## src/rtl/interrupt_acknowledge_sequencer.sv

```systemverilog
// Interrupt acknowledge sequencer: turns one CPU acknowledge request into the
// two-pulse INTA sequence, locks the bus while the pulses run, captures the
// controller's vector on the last cycle of the second pulse and returns it
// with a one-cycle valid strobe (default vector + sticky flag on no response).
module interrupt_acknowledge_sequencer #(
    parameter int unsigned PULSE_WIDTH    = 2,
    parameter int unsigned GAP_WIDTH      = 2,
    parameter logic [7:0]  DEFAULT_VECTOR = 8'hFF
) (
    input  logic       clock,
    input  logic       reset,
    input  logic       cpu_inta_request,
    input  logic       interrupt_to_cpu,
    input  logic [7:0] pic_data_bus_in,
    input  logic       pic_data_bus_io,
    output logic       interrupt_acknowledge_n,
    output logic       bus_lock,
    output logic [7:0] vector_out,
    output logic       vector_valid,
    output logic       no_response
);

    localparam int unsigned MAXW = (PULSE_WIDTH > GAP_WIDTH) ? PULSE_WIDTH : GAP_WIDTH;
    localparam int unsigned CW   = (MAXW > 1) ? $clog2(MAXW) : 1;

    localparam logic [CW-1:0] PW_LOAD = CW'(PULSE_WIDTH - 1);
    localparam logic [CW-1:0] GW_LOAD = CW'(GAP_WIDTH - 1);

    typedef enum logic [2:0] {
        IDLE,
        PULSE1,
        GAP,
        PULSE2,
        DONE,
        WAIT_RELEASE
    } state_t;

    state_t        state_q, state_d;
    logic [CW-1:0] cnt_q, cnt_d;
    logic          inta_n_q, inta_n_d;
    logic [7:0]    vector_q, vector_d;
    logic          nr_q, nr_d;

    // INT from the controller is informational only and never gates the sequence.
    logic unused_int;
    assign unused_int = interrupt_to_cpu;

    // State, counter and output registers; reset overrides everything, mid-sequence included.
    always_ff @(posedge clock) begin
        if (reset) begin
            state_q  <= IDLE;
            cnt_q    <= '0;
            inta_n_q <= 1'b1;
            vector_q <= '0;
            nr_q     <= 1'b0;
        end else begin
            state_q  <= state_d;
            cnt_q    <= cnt_d;
            inta_n_q <= inta_n_d;
            vector_q <= vector_d;
            nr_q     <= nr_d;
        end
    end

    // Next-state, counter reload on state entry, vector capture and registered INTA decode.
    always_comb begin
        state_d  = state_q;
        cnt_d    = cnt_q;
        vector_d = vector_q;
        nr_d     = nr_q;

        unique case (state_q)
            IDLE: begin
                if (cpu_inta_request) begin
                    state_d = PULSE1;
                    cnt_d   = PW_LOAD;
                    nr_d    = 1'b0;
                end
            end
            PULSE1: begin
                if (cnt_q == '0) begin
                    state_d = GAP;
                    cnt_d   = GW_LOAD;
                end else begin
                    cnt_d = cnt_q - CW'(1);
                end
            end
            GAP: begin
                if (cnt_q == '0) begin
                    state_d = PULSE2;
                    cnt_d   = PW_LOAD;
                end else begin
                    cnt_d = cnt_q - CW'(1);
                end
            end
            PULSE2: begin
                if (cnt_q == '0) begin
                    state_d = DONE;
                    cnt_d   = '0;
                    if (!pic_data_bus_io) begin
                        vector_d = pic_data_bus_in;
                    end else begin
                        vector_d = DEFAULT_VECTOR;
                        nr_d     = 1'b1;
                    end
                end else begin
                    cnt_d = cnt_q - CW'(1);
                end
            end
            DONE: begin
                cnt_d   = '0;
                state_d = cpu_inta_request ? WAIT_RELEASE : IDLE;
            end
            WAIT_RELEASE: begin
                if (!cpu_inta_request) begin
                    state_d = IDLE;
                end
            end
            default: begin
                state_d = IDLE;
                cnt_d   = '0;
            end
        endcase

        // INTA is registered, so it is decoded from the state being entered.
        inta_n_d = !((state_d == PULSE1) || (state_d == PULSE2));
    end

    assign interrupt_acknowledge_n = inta_n_q;
    assign bus_lock                = (state_q == PULSE1) || (state_q == GAP) || (state_q == PULSE2);
    assign vector_out              = vector_q;
    assign vector_valid            = (state_q == DONE);
    assign no_response             = nr_q;

endmodule

```

## config.mk

```make
export PLATFORM = sky130hd
export DESIGN_NAME = interrupt_acknowledge_sequencer
export DESIGN_NICKNAME = d
export VERILOG_FILES = /design/src/rtl/interrupt_acknowledge_sequencer.sv
export SDC_FILE = /design/constraint.sdc
export NUM_CORES = 1
export LEC_CHECK = 0
export BUFFER_PORTS_ARGS = -buffer_cell sky130_fd_sc_hd__buf_2
export CAP_MARGIN = 20
export CORE_MARGIN = 5
export CORE_UTILIZATION = 49
export DETAILED_ROUTE_END_ITERATION = 16
export PLACE_DENSITY = 0.78
export SETUP_SLACK_MARGIN = 0.05
export SLEW_MARGIN = 10
export SYNTH_ARGS = -nofsm -noshare
export SYNTH_HDL_FRONTEND = slang
export SYNTH_SLANG_ARGS = --single-unit
```

## constraint.sdc

```tcl
create_clock -name clock -period 1.7 [get_ports clock]
set_input_delay 0.17 -clock clock [delete_from_list [all_inputs] [get_ports clock]]
set_output_delay 0.17 -clock clock [all_outputs]
set_load 0.005 [all_outputs]
```

After elaboration in Yosys (flattened, before gate mapping)
Index checks and enable logic that the tools add are counted.
{"block": "word_totals", "out_inout_bits": 12, "elab_cells": 44, "register_bits": 14}
{"block": "op_classes", "reduce_logical": 10, "addsub": 1, "n_mux": 16, "bitwise": 2, "eq_ne": 10}
{"cell": "$mux W3", "n": 6}
{"cell": "$pmux W3 S6", "n": 1}
{"cell": "$eq A3 B2 Y1 const B", "n": 3}
{"cell": "$mux W8", "n": 1}
{"cell": "$eq A3 B1 Y1 const B", "n": 2}
{"cell": "$eq A3 B3 Y1 const B", "n": 2}
{"cell": "$mux W1", "n": 6}
{"cell": "$ne A2 B2 Y1 const B", "n": 3}
{"cell": "$pmux W1 S4", "n": 1}
{"cell": "$reduce_and A2 Y1", "n": 2}
{"cell": "$reduce_and A4 Y1", "n": 1}
{"cell": "$logic_not A3 Y1", "n": 1}
{"cell": "$logic_or A1 B1 Y1", "n": 3}
{"cell": "$not A1 Y1", "n": 2}
{"cell": "$pmux W1 S2", "n": 1}
{"cell": "$reduce_bool A2 Y1", "n": 1}
{"cell": "$reduce_or A2 Y1", "n": 1}
{"cell": "$logic_not A1 Y1", "n": 1}
{"cell": "$sub A1 B1 Y1 const B", "n": 1}

Logic depth before layout (Yosys ltp)
{"block": "logic_depth", "word_depth": 5, "mapped_depth": 5}

Worst setup path after synthesis
Ideal clock, no wire load.
{"block": "synth_timing", "path_kind": "register to register", "start": "reg cnt_q", "end": "reg state_q[2]", "path_stages_with_launch": 6, "path_buffers": 2, "t_arrival_ns": 1.009, "slack_ns": 0.563, "path_cell_list": "dfxtp_1 > and4bb_1 > buf_6 > buf_12 > a21oi_1 > a211oi_2"}
{"block": "synth_via", "elab_chain_len": 2}
{"element": "start, declared", "line": "39", "text": "logic [CW-1:0] cnt_q, cnt_d;"}
{"element": "start signal, assigned", "line": "58", "text": "cnt_q <= cnt_d;"}
{"element": "$mux W3, on equally long branches", "line": "97, 81, 89"}
{"element": "$pmux W3 S6 *", "line": "72", "text": "unique case (state_q)"}
{"element": "end signal, assigned", "line": "57", "text": "state_q <= state_d;"}
{"element": "end, declared", "line": "38", "text": "state_t state_q, state_d;"}
Mark *: on every way between the ends. The rest lies on a longest branch, timed or not.
A chain may end at the register's enable or synchronous reset.

Final worst setup path
{"block": "layout_timing", "start": "reg state_q[1]", "end": "reg vector_q[6] (netlist: vector_out[6])"}
{"block": "layout_via", "elab_chain_len": 2}
{"element": "$eq A3 B2 Y1", "line": "72"}
{"element": "$reduce_and A2 Y1 (no line)"}
{"element": "end signal, assigned", "line": "60", "text": "vector_q <= vector_d;"}
{"element": "end, declared", "line": "41", "text": "logic [7:0] vector_q, vector_d;"}
Every way passes these cells.

==> impl_metrics.toml <==
[grt]
grt_use_met1_pct = 19.6
grt_max_degree = 17
grt_pass1_vias = 489
antenna_found_initial = 0
use_met3_pct = 4.30
met2_usage_pct = 19.0
overflow = 0
grt_usage_pct = 14.2
grt_pass1_wl_mm = 2.16
gr-max-usage-layer = "met1"

[clock_network]
numCtsBuffers = 3
clkSlewWorstSetupHoldPaths_ps = 80
cts_hold_buf = 0
cts_sinks = 14
clockBufferDepth = 2
cts-htree-levels = 1
clock_latency_ps = 270
postCtsSetupRepairBufs = 0
cts_tree = "built"
cts-root-buf = "clkbuf_4"
cts_resized = 0

[timing]
period_minus_slack_ps = 1420
clock.fmax_mhz = 704
drv_slew = 0
setup_viol = 0
relSlewSlack_pct = 73.2
tightest_slew_ps = 401
setup_tns_ps = 0
hold_viol_final = 0
finClkSkew_ps = 1.63
rsz0062_at_grt = "no"
fin_crit_sh_pct = 83.6

[setup_path]
crit_required_ps = 1890
reg2reg_depth = 4
rr_startpoint = "state_q[1]$_SDFF_PP0_"
cp-start-kind = "flip-flop"
critPathKind = "reg2reg"
worstPathMaxFanout = 16
reg2reg_slack_ps = 280
regToRegEndpoint = "vector_out[6]$_SDFFE_PP0P_"
critPathCaptureType = "flip-flop"
arrival_ps = 1610

[drt]
routed_wl_mm = 1.32
vias = 564
drt-wirelength-per-cell_um = 11.9
drtIter0Drc = 3
antenna_left = 0
drtPass1Iterations = 2
avgViaCountPerCell = 5.08
drc = 0

[logic_synthesis]
yosysSeqAreaShare_pct = 42.9
synth_mux_area_share_pct = 0
synth-edff-count = 0
synthArstFlopShare_pct = 0
synthAdderAreaFrac_pct = 0
yosys.area_share.xor_xnor_pct = 1.34
ys.flop_type = "dfxtp_1"
synthCells = 75
ys_ff_latch = 14
synthSimpleGateAreaFrac_pct = 23.2
yosys_warnings = 0
synth_compound_area_share_pct = 22.2
avgSynthCellArea_um2 = 8.71
synth_fp_nets = 88
synth_top_family_by_area = "simple AND/OR/NAND/NOR gates"
syn_area_um2 = 653
synth.distinct_cells = 27

[floorplanning]
die-area_um2 = 2160
rows = 13
die_x_um = 46.5
die_h_um = 46.5
boundaryPins = 25
start_util_pct = 50.8
core_um2 = 1280

[final_layout]
area_growth_pct = 18.6
finalInstanceArea_um2 = 774
nets = 110
antenna_cells = 0
nFillCells = 113
drive_gt1_share_pct = 32.3

[power_and_ir_drop]
power.density_nw_per_um2 = 1180
ir_drop_mv = 0.827
p_leak_nw = 0.342

[run]
drv_cap = 0

[place]
hpwl_um = 937
io_buffers = 23
dpl-instance-area_um2 = 738
gp_congestion = 0.882

[run_status]
status = "finished clean"

[hold_path]
holdPathEnd = "no_response$_SDFFE_PP0P_"
hp-start = "cpu_inta_request"
hold_depth = 2
hold_class = "in2reg"
-- cell usage after synthesis, drive strengths merged, types with 2 or more instances --
cell type | n | area share [%]
clkbuf | 2 | 1.1
nor2b | 2 | 1.9
a21oi | 4 | 3.1
buf | 5 | 7.5
nand2 | 2 | 1.1
dfxtp | 14 | 43
inv | 3 | 1.7
nor2 | 19 | 11
a211oi | 9 | 12
nor3 | 3 | 2.3
-- final cells by class --
cell class              instances  area (µm²)  area share, %
inverters                       3        11.3           1.45
multi-input cells              51         305           39.4
clock buffers                   4        36.3           4.68
well taps                      15        18.8           2.42
repair buffers                 24         123           15.8
flip-flops and latches         14         280           36.2
-- how the worst max path moves through the flow --
stage | from | to | slack, ps | depth (start not counted)
after floorplan | cnt_q$_SDFFE_PP0P_ | state_q[2]$_SDFF_PP0_ | 560 | 5
after global placement | state_q[1]$_SDFF_PP0_ | vector_out[1]$_SDFFE_PP0P_ | 350 | 4
after global routing | state_q[1]$_SDFF_PP0_ | vector_out[3]$_SDFFE_PP0P_ | 120 | 4
after CTS | state_q[1]$_SDFF_PP0_ | vector_out[3]$_SDFFE_PP0P_ | 280 | 4
final | state_q[1]$_SDFF_PP0_ | vector_out[6]$_SDFFE_PP0P_ | 280 | 4
after detailed placement | state_q[1]$_SDFF_PP0_ | vector_out[3]$_SDFFE_PP0P_ | 300 | 4
-- state kept, by name (all words and copies together), names as in the netlist --
| signal | flops |
|---|---|
| cnt_q | 1 |
| interrupt_acknowledge_n | 1 |
| no_response | 1 |
| state_q | 3 |
| vector_out | 8 |
-- where the power goes --
part / total [mW] / switching [mW] / internal (mW) / leakage, nW
sequential: 0.445 / 0.0653 / 0.379 / 0.114
combinational: 0.236 / 0.112 / 0.124 / 0.207
clock: 0.233 / 0.103 / 0.130 / 0.0210
total: 0.913 / 0.280 / 0.634 / 0.342
-- kinds of logic (layout without fill, tap and decap cells) --
logic type | count (synthesis) | count (layout)
AND/OR/NAND/NOR | 31 | 31
flip-flops | 14 | 14
AO/OA/AOI/OAI | 19 | 19
XOR/XNOR | 1 | 1
buffers and inverters | 10 | 31
-- through the flow --
step	worst slack, ps	utilization [%]	total power [mW]	instances	hold WS (ps)
after floorplan	563	-	0.623	75	280
after global placement	350	57.4	0.679	107	429
after detailed placement	303	57.4	0.686	107	437
after CTS	283	60.3	0.923	111	141
after global routing	124	60.3	0.976	111	136
final	279	60.3	0.913	111	146
-- cells in the final DEF (no fill, tap or decap) --
cell,Yosys,layout
buf_2,2,23
nor2_1,18,18
dfxtp_1,14,14
a211oi_1,7,7
a21oi_1,4,4
inv_1,3,3
nor3_1,3,3
clkbuf_4,0,3
a211oi_2,2,2
nand2_1,2,2
nor2b_1,2,2
and4bb_1,1,1
nor2_2,1,1
and2b_1,1,1
xnor2_1,1,1
a2bb2oi_1,1,1
nor3b_1,1,1
o21ai_0,1,1
nor4b_1,1,1
o21bai_1,1,1
nor4_1,1,1
a211o_1,1,1
o311ai_0,1,1
a311oi_1,1,1
clkbuf_8,0,1
buf_4,1,1
-- critical path, stage by stage, from the launching register on --
cell and delay, ps:
dfxtp_1 560, and4bb_1 310, buf_4 220, nor2_1 60
a211oi_1 200
-- routing by layer --
| layer | wire, µm | up-vias |
|---|---|---|
| met2 | 585 | 13 |
| li1 | - | 307 |
| met3 | 104 | 2 |
| met5 | 0 | - |
| met4 | 19 | 0 |
| met1 | 610 | 242 |
Note: power is estimated with default switching activity, not from simulation.
